--- src/rtl/irq_ctl.sv ---
// Eight-source interrupt controller with an NMI line, on a CPU register bus.
// Sources are synchronised, then latched per bit as edge- or level-triggered pending flags.
module irq_ctl #(
  parameter logic [15:0] BASE = 16'hFE00
) (
  input  logic        clk,
  input  logic        RST,
  input  logic [15:0] AD,
  input  logic [7:0]  DI,
  output logic [7:0]  DO,
  input  logic        WE,
  input  logic        RDY,
  output logic        hit,
  input  logic [7:0]  src,
  input  logic        nmi_in,
  output logic        IRQ,
  output logic        NMI
);

  localparam logic [1:0] REG_PEND   = 2'd0;
  localparam logic [1:0] REG_ENABLE = 2'd1;
  localparam logic [1:0] REG_MODE   = 2'd2;
  localparam logic [1:0] REG_VECTOR = 2'd3;

  // Bit 8 of each synchroniser stage carries nmi_in alongside the eight sources.
  logic [8:0] s1_reg, s2_reg, s3_reg;
  logic [7:0] pend_reg, pend_next;
  logic [7:0] enable_reg, mode_reg;
  logic       sel, wr, rd;
  logic [7:0] rise, w1c, active, vector, rdata;
  logic [2:0] vec_idx;
  logic       nmi_rise, nmi_ack, nmi_next;

  assign sel = (AD[15:2] == BASE[15:2]);
  assign wr  = sel & WE & RDY;
  assign rd  = sel & ~WE & RDY;

  assign rise     = s2_reg[7:0] & ~s3_reg[7:0];
  assign w1c      = (wr && AD[1:0] == REG_PEND) ? DI : 8'h00;
  assign nmi_rise = s2_reg[8] & ~s3_reg[8];
  assign nmi_ack  = wr && (AD[1:0] == REG_VECTOR) && DI[7];
  // A fresh NMI edge wins over an acknowledge landing on the same clock.
  assign nmi_next = nmi_rise | (NMI & ~nmi_ack);

  // Edge bits: a set beats a same-cycle clear. Level bits simply track the synchronised input.
  genvar gi;
  generate
    for (gi = 0; gi < 8; gi++) begin : g_pend
      assign pend_next[gi] = mode_reg[gi] ? (rise[gi] | (pend_reg[gi] & ~w1c[gi]))
                                          : s2_reg[gi];
    end
  endgenerate

  assign active = pend_reg & enable_reg;

  // Descending scan so the lowest-numbered active source ends up in vec_idx.
  always_comb begin
    vec_idx = 3'd0;
    for (int i = 7; i >= 0; i--) begin
      if (active[i]) vec_idx = 3'(i);
    end
  end

  assign vector = {~|active, NMI, 3'b000, vec_idx};

  always_comb begin
    rdata = 8'h00;
    case (AD[1:0])
      REG_PEND:   rdata = pend_reg;
      REG_ENABLE: rdata = enable_reg;
      REG_MODE:   rdata = mode_reg;
      REG_VECTOR: rdata = vector;
      default:    rdata = 8'h00;
    endcase
  end

  always_ff @(posedge clk) begin
    if (RST) begin
      s1_reg     <= '0;
      s2_reg     <= '0;
      s3_reg     <= '0;
      pend_reg   <= '0;
      enable_reg <= '0;
      mode_reg   <= '0;
      IRQ        <= 1'b0;
      NMI        <= 1'b0;
      DO         <= 8'h00;
      hit        <= 1'b0;
    end else begin
      s1_reg   <= {nmi_in, src};
      s2_reg   <= s1_reg;
      s3_reg   <= s2_reg;
      pend_reg <= pend_next;
      if (wr && AD[1:0] == REG_ENABLE) enable_reg <= DI;
      if (wr && AD[1:0] == REG_MODE)   mode_reg   <= DI;
      IRQ <= |active;
      NMI <= nmi_next;
      // A stalled bus (RDY=0) leaves the read-data register untouched.
      if (RDY) begin
        if (rd) begin
          DO  <= rdata;
          hit <= 1'b1;
        end else begin
          DO  <= 8'h00;
          hit <= 1'b0;
        end
      end
    end
  end

endmodule

--- config.mk ---
export PLATFORM = sky130hd
export DESIGN_NAME = irq_ctl
export DESIGN_NICKNAME = d
export VERILOG_FILES = /design/src/rtl/irq_ctl.sv
export SDC_FILE = /design/constraint.sdc
export NUM_CORES = 1
export LEC_CHECK = 0
export CELL_PAD_IN_SITES_DETAIL_PLACEMENT = 0
export CELL_PAD_IN_SITES_GLOBAL_PLACEMENT = 1
export CORE_MARGIN = 2
export CORE_UTILIZATION = 35
export CTS_CLUSTER_DIAMETER = 40
export CTS_CLUSTER_SIZE = 28
export DETAILED_ROUTE_END_ITERATION = 8
export GPL_ROUTABILITY_DRIVEN = 0
export PLACE_DENSITY = 0.82
export RECOVER_POWER = 100
export SYNTH_ARGS = -nofsm -noshare
export SYNTH_HDL_FRONTEND = slang
export SYNTH_SLANG_ARGS = --single-unit
export TNS_END_PERCENT = 100
--- constraint.sdc ---
create_clock -name clk -period 2.1 [get_ports clk]
set_clock_uncertainty 0.2 [all_clocks]
set_input_delay 0.42 -clock clk [delete_from_list [all_inputs] [get_ports clk]]
set_output_delay 0.42 -clock clk [all_outputs]
set_load 0.02 [all_outputs]
; ---- After elaboration in Yosys (flattened, before gate mapping)
; Cells that the tools add are included.
[word_totals]
ff_bits = 62
in_bits = 37
output_inout_bits = 11
elab_cells = 79
[classes]
eq_ne = 4
mux = 20
n_bitwise = 37
reduce_logical = 8
[op_table]
columns = op, count
row1 = 8-bit one-hot mux with 4 select lines, 1
row2 = 3-bit two-way mux, 8
row3 = 8-bit AND, 2
row4 = 8-bit two-way mux, 2
row5 = 1-bit AND, 14
row6 = "14-bit equality test, second input constant", 1
row7 = 1-bit inverter, 11
row8 = 1-bit two-way mux, 9
row9 = 1-bit OR, 9
row10 = 8-bit inverter, 1
row11 = 8-bit OR reduction, 1
row12 = 1-bit logical AND, 5
row13 = "2-bit equality test, second input constant", 2
row14 = "2-bit by 1-bit equality test with 1-bit output, second input constant", 1
row15 = 2-bit zero test, 1
row16 = 1-bit zero test, 1

; ---- Longest topological paths before layout
[logic_depth]
ltp_word = 11
depth_mapped = 7
mapped_depth_nobuf = 5

; ---- Least setup slack after synthesis
; No wires, ideal clock.
[synth_path]
kind = input to register
from = input port AD[2]
to = register enable_reg[0]
setup_ns = 0.128
t_arrival_ns = 1.674
t_required_ns = 1.772
slack_ns = 0.098
stages = 6
path_buffers = 1
cell_sequence = nand4b_1 or3_1 buf_6 nor3_4 mux2i_1 nor2_1
[synth_via]
elab_chain_cells = 4
[synth_rtl]
columns = element, line
row1 = "start, declared", 8  ; input logic [15:0] AD,
row2 = 14-bit equality test, 34  ; assign sel = (AD[15:2] == BASE[15:2]);
row3 = 1-bit AND (2 in series), 35  ; assign wr = sel & WE & RDY;
row4 = 1-bit logical AND, 94  ; if (wr && AD[1:0] == REG_ENABLE) enable_reg <= DI;
row5 = "end signal, assigned", 83  ; enable_reg <= '0;
row6 = "end signal, assigned", 94
row7 = "end, declared", 28  ; logic [7:0] enable_reg, mode_reg;
; Every way passes these cells.
; A chain may end at the register's enable or synchronous reset.

; ---- Final worst setup path
[layout_path]
from = input port AD[15]
to = register pend_reg[3]
[layout_via]
elab_chain_cells = 9
[layout_rtl]
columns = element, line
row1 = 14-bit equality test, 34
row2 = 1-bit AND (2 in series), 35
row3 = 1-bit logical AND, 39  ; assign w1c = (wr && AD[1:0] == REG_PEND) ? DI : 8'h00;
row4 = 8-bit two-way mux, 39
row5 = 1-bit inverter, 49  ; assign pend_next[gi] = mode_reg[gi] ? (rise[gi] | (pend_reg[gi] & ~w1c[gi]))
row6 = 1-bit AND, 49
row7 = 1-bit OR, 49
row8 = 1-bit two-way mux, 49
row9 = "end signal, assigned", 93  ; pend_reg <= pend_next;
row10 = "end, declared", 27  ; logic [7:0] pend_reg, pend_next;
; Every way passes these cells.

==> run_results.csv <==
group,metric,value,unit
clock_network,numCtsBuffers,9,
timing,setup_tns,0,ns
place,dp.cells,407,
place,numPortBuffers,47,
synth,ys_ff_latch,62,
floorplan,die_h,87.9,µm
clock_network,cts_buffer_depth,2,
final_layout,fillers,635,
route,drc_errors,0,
synth,synth_ff_type,"dfxtp_1",
synth,syn_area_per_cell,9.47,µm²
timing,setup_viol,0,
clock_network,root_buffer,"clkbuf_8",
clock_network,tritoncts,"yes",
route,vias,1985,
timing,hold_violations,0,
min_path,min_path_type,"reg -> reg",
global_route,grt_overflow,0,
synth,syn_nets,297,
route,routed_wl,5.21,mm
final_layout,final_common_cell,"dfxtp_1",
power_and_ir_drop,vdd_drop_max,0.000459,V
critical_path,crit_family,"simple AND/OR/NAND/NOR gates",
final_layout,final_cell_mix,"dfxtp_1, nand2_1, nor2_1",
final_layout,nets,361,
synth,syn_area,0.00246,mm²
final_layout,area_growth,37.4,%
global_route,grt_pass1_wl,8.85,mm
synth,yosysUniqueCellTypes,35,
floorplan,die_w,87.9,µm
route,postRouteAntennaNets,0,
timing,slew-limit-headroom,54.4,%
final_layout,diodes,0,
critical_path,cp-end-kind,"flop",
timing,worst_pin_slew,0.685,ns
power_and_ir_drop,powerDensity,696,mW/mm²
power_and_ir_drop,p_leak,1.32,nW
route,vias_per_cell,4.67,
timing,finalCritPeriodShare,94.9,%
route,drtIter0Drc,74,
floorplan,std_cell_rows,30,
global_route,grt_max_degree,34,
timing,timing.final.crit_period,1.99,ns
final_layout,final_cell_count_no_fill,425,
critical_path,slowest_delay,0.46,ns
global_route,antenna_found_initial,0,
critical_path,cp_num_buf_inv,2,
status,outcome,"finished, final reports clean",
critical_path,crit_top_cell,"nand2_1",
timing,maxSlewViolCount,0,
clock_network,htree_levels,3,
global_route,grt_use_total,15.0,%
floorplan,start_util,36.2,%
critical_path,cp_max_fo,8,
floorplan,dieArea,0.00772,mm²
critical_path,worstPathArrival,2.02,ns
synth,async_flop_share,0,%
global_route,grt_pass1_vias,1923,
critical_path,crit_chain,"clkdlybuf4s50_1 > nand2_1 > or3_4 > nor4_2 > buf_6 > nand2_1 > a22o_1",
final_layout,drive_gt1_share,12.5,%
critical_path,worstSetupPathType,"in -> reg",
timing,rsz0062_at_grt,"false",
floorplan,boundaryPins,48,
route,firstDrtPassIters,4,
synth,synth-seq-area-share,50.4,%
clock_network,cts.sinks,62,
clock_network,cts_hold_buf,0,
synth,synth_edf_count,0,
timing,fmax,0.502,GHz
run,max_cap_violations,0,
critical_path,worst_setup_path_start_kind,"input pin",
synth,ys.warnings.count,0,
place,dp_hpwl,3.72,mm
floorplan,core_area,0.00679,mm²
clock_network,clkSlewWorstSetupHoldPaths,0.06,ns
critical_path,cp.required,2.13,ns
synth,synthCells,260,
clock_network,insertion_delay,0.33,ns
route,wire_per_inst,12.2,µm
critical_path,cp_slowest_cell,"clkdlybuf4s50_1",
## per-layer routing
| layer | global-route usage, % | share of wire, % |
|---|---|---|
| met1 | 19.2 | 48 |
| met2 | 22.9 | 44 |
| met3 | 5.66 | 6.4 |
| met4 | 5.45 | 1.5 |
| met5 | 0 | 0 |
## area by class of cell
class	count	area, µm²	area share, %
Sequential cell	62	1240	36.7
Multi-Input combinational cell	183	1150	34.1
Timing Repair Buffer	66	676	20.0
Clock buffer	12	135	4.00
Tap cell	96	120	3.55
Clock inverter	4	47.5	1.41
Inverter	2	7.51	0.222
## final timing paths
kind,end,cells past startpoint,start,slack (ns)
min,s2_reg[0],1,s1_reg[0],0.24
max reg2reg,DO[1],5,pend_reg[6],0.54
min reg2reg,s2_reg[0],1,s1_reg[0],0.24
max,pend_reg[3],7,AD[15],0.11
## power breakdown
part           switching [mW]  leakage [nW]  total (mW)  internal (mW)
combinational          0.0665         0.726       0.168          0.101
clock                   0.431        0.0904       0.976          0.545
sequential            0.00910         0.505        1.21           1.20
total                   0.507          1.32        2.35           1.85
## cell usage after synthesis, types with 2 or more instances
master | number | area (µm²)
a21oi_1 | 7 | 35.0
a22o_1 | 9 | 78.8
a22oi_1 | 7 | 52.6
and2b_1 | 2 | 15.0
and4bb_2 | 2 | 25.0
buf_4 | 2 | 15.0
clkbuf_1 | 9 | 33.8
dfxtp_1 | 62 | 1240
inv_1 | 2 | 7.51
mux2i_1 | 21 | 210
nand2_1 | 37 | 139
nand2b_1 | 4 | 25.0
nand3_1 | 4 | 20.0
nand4_1 | 3 | 18.8
nor2_1 | 34 | 128
nor2b_1 | 29 | 181
o21ai_0 | 7 | 35.0
o22ai_1 | 2 | 12.5
## repair_timing
action	4_1_cts	5_1_grt
setup buffers	2	0
cloned	0	0
resized for setup	9	11
pin swaps	3	9
endpoints found under the setup margin	22	16
## per-stage QoR
step	worst slack [ns]	cell area, µm²	utilization (%)	total power, mW	hold WS, ns
after floorplan	0.0983	2460	-	1.30	0.214
after global placement	-0.365	3150	46.4	1.41	0.217
after detailed placement	-0.440	3150	46.4	1.41	0.222
after CTS	0.00994	3370	49.6	2.39	0.236
after global routing	0.0173	3380	49.8	2.46	0.255
final	0.107	3380	49.8	2.35	0.236
## logic make-up after synthesis
logic type	synth area share (%)
buf+inv	3.30
mux	9.46
simple gates	25.7
compound gates	11.1
flops	50.4
No activity file was read; power rests on OpenSTA's default activity.
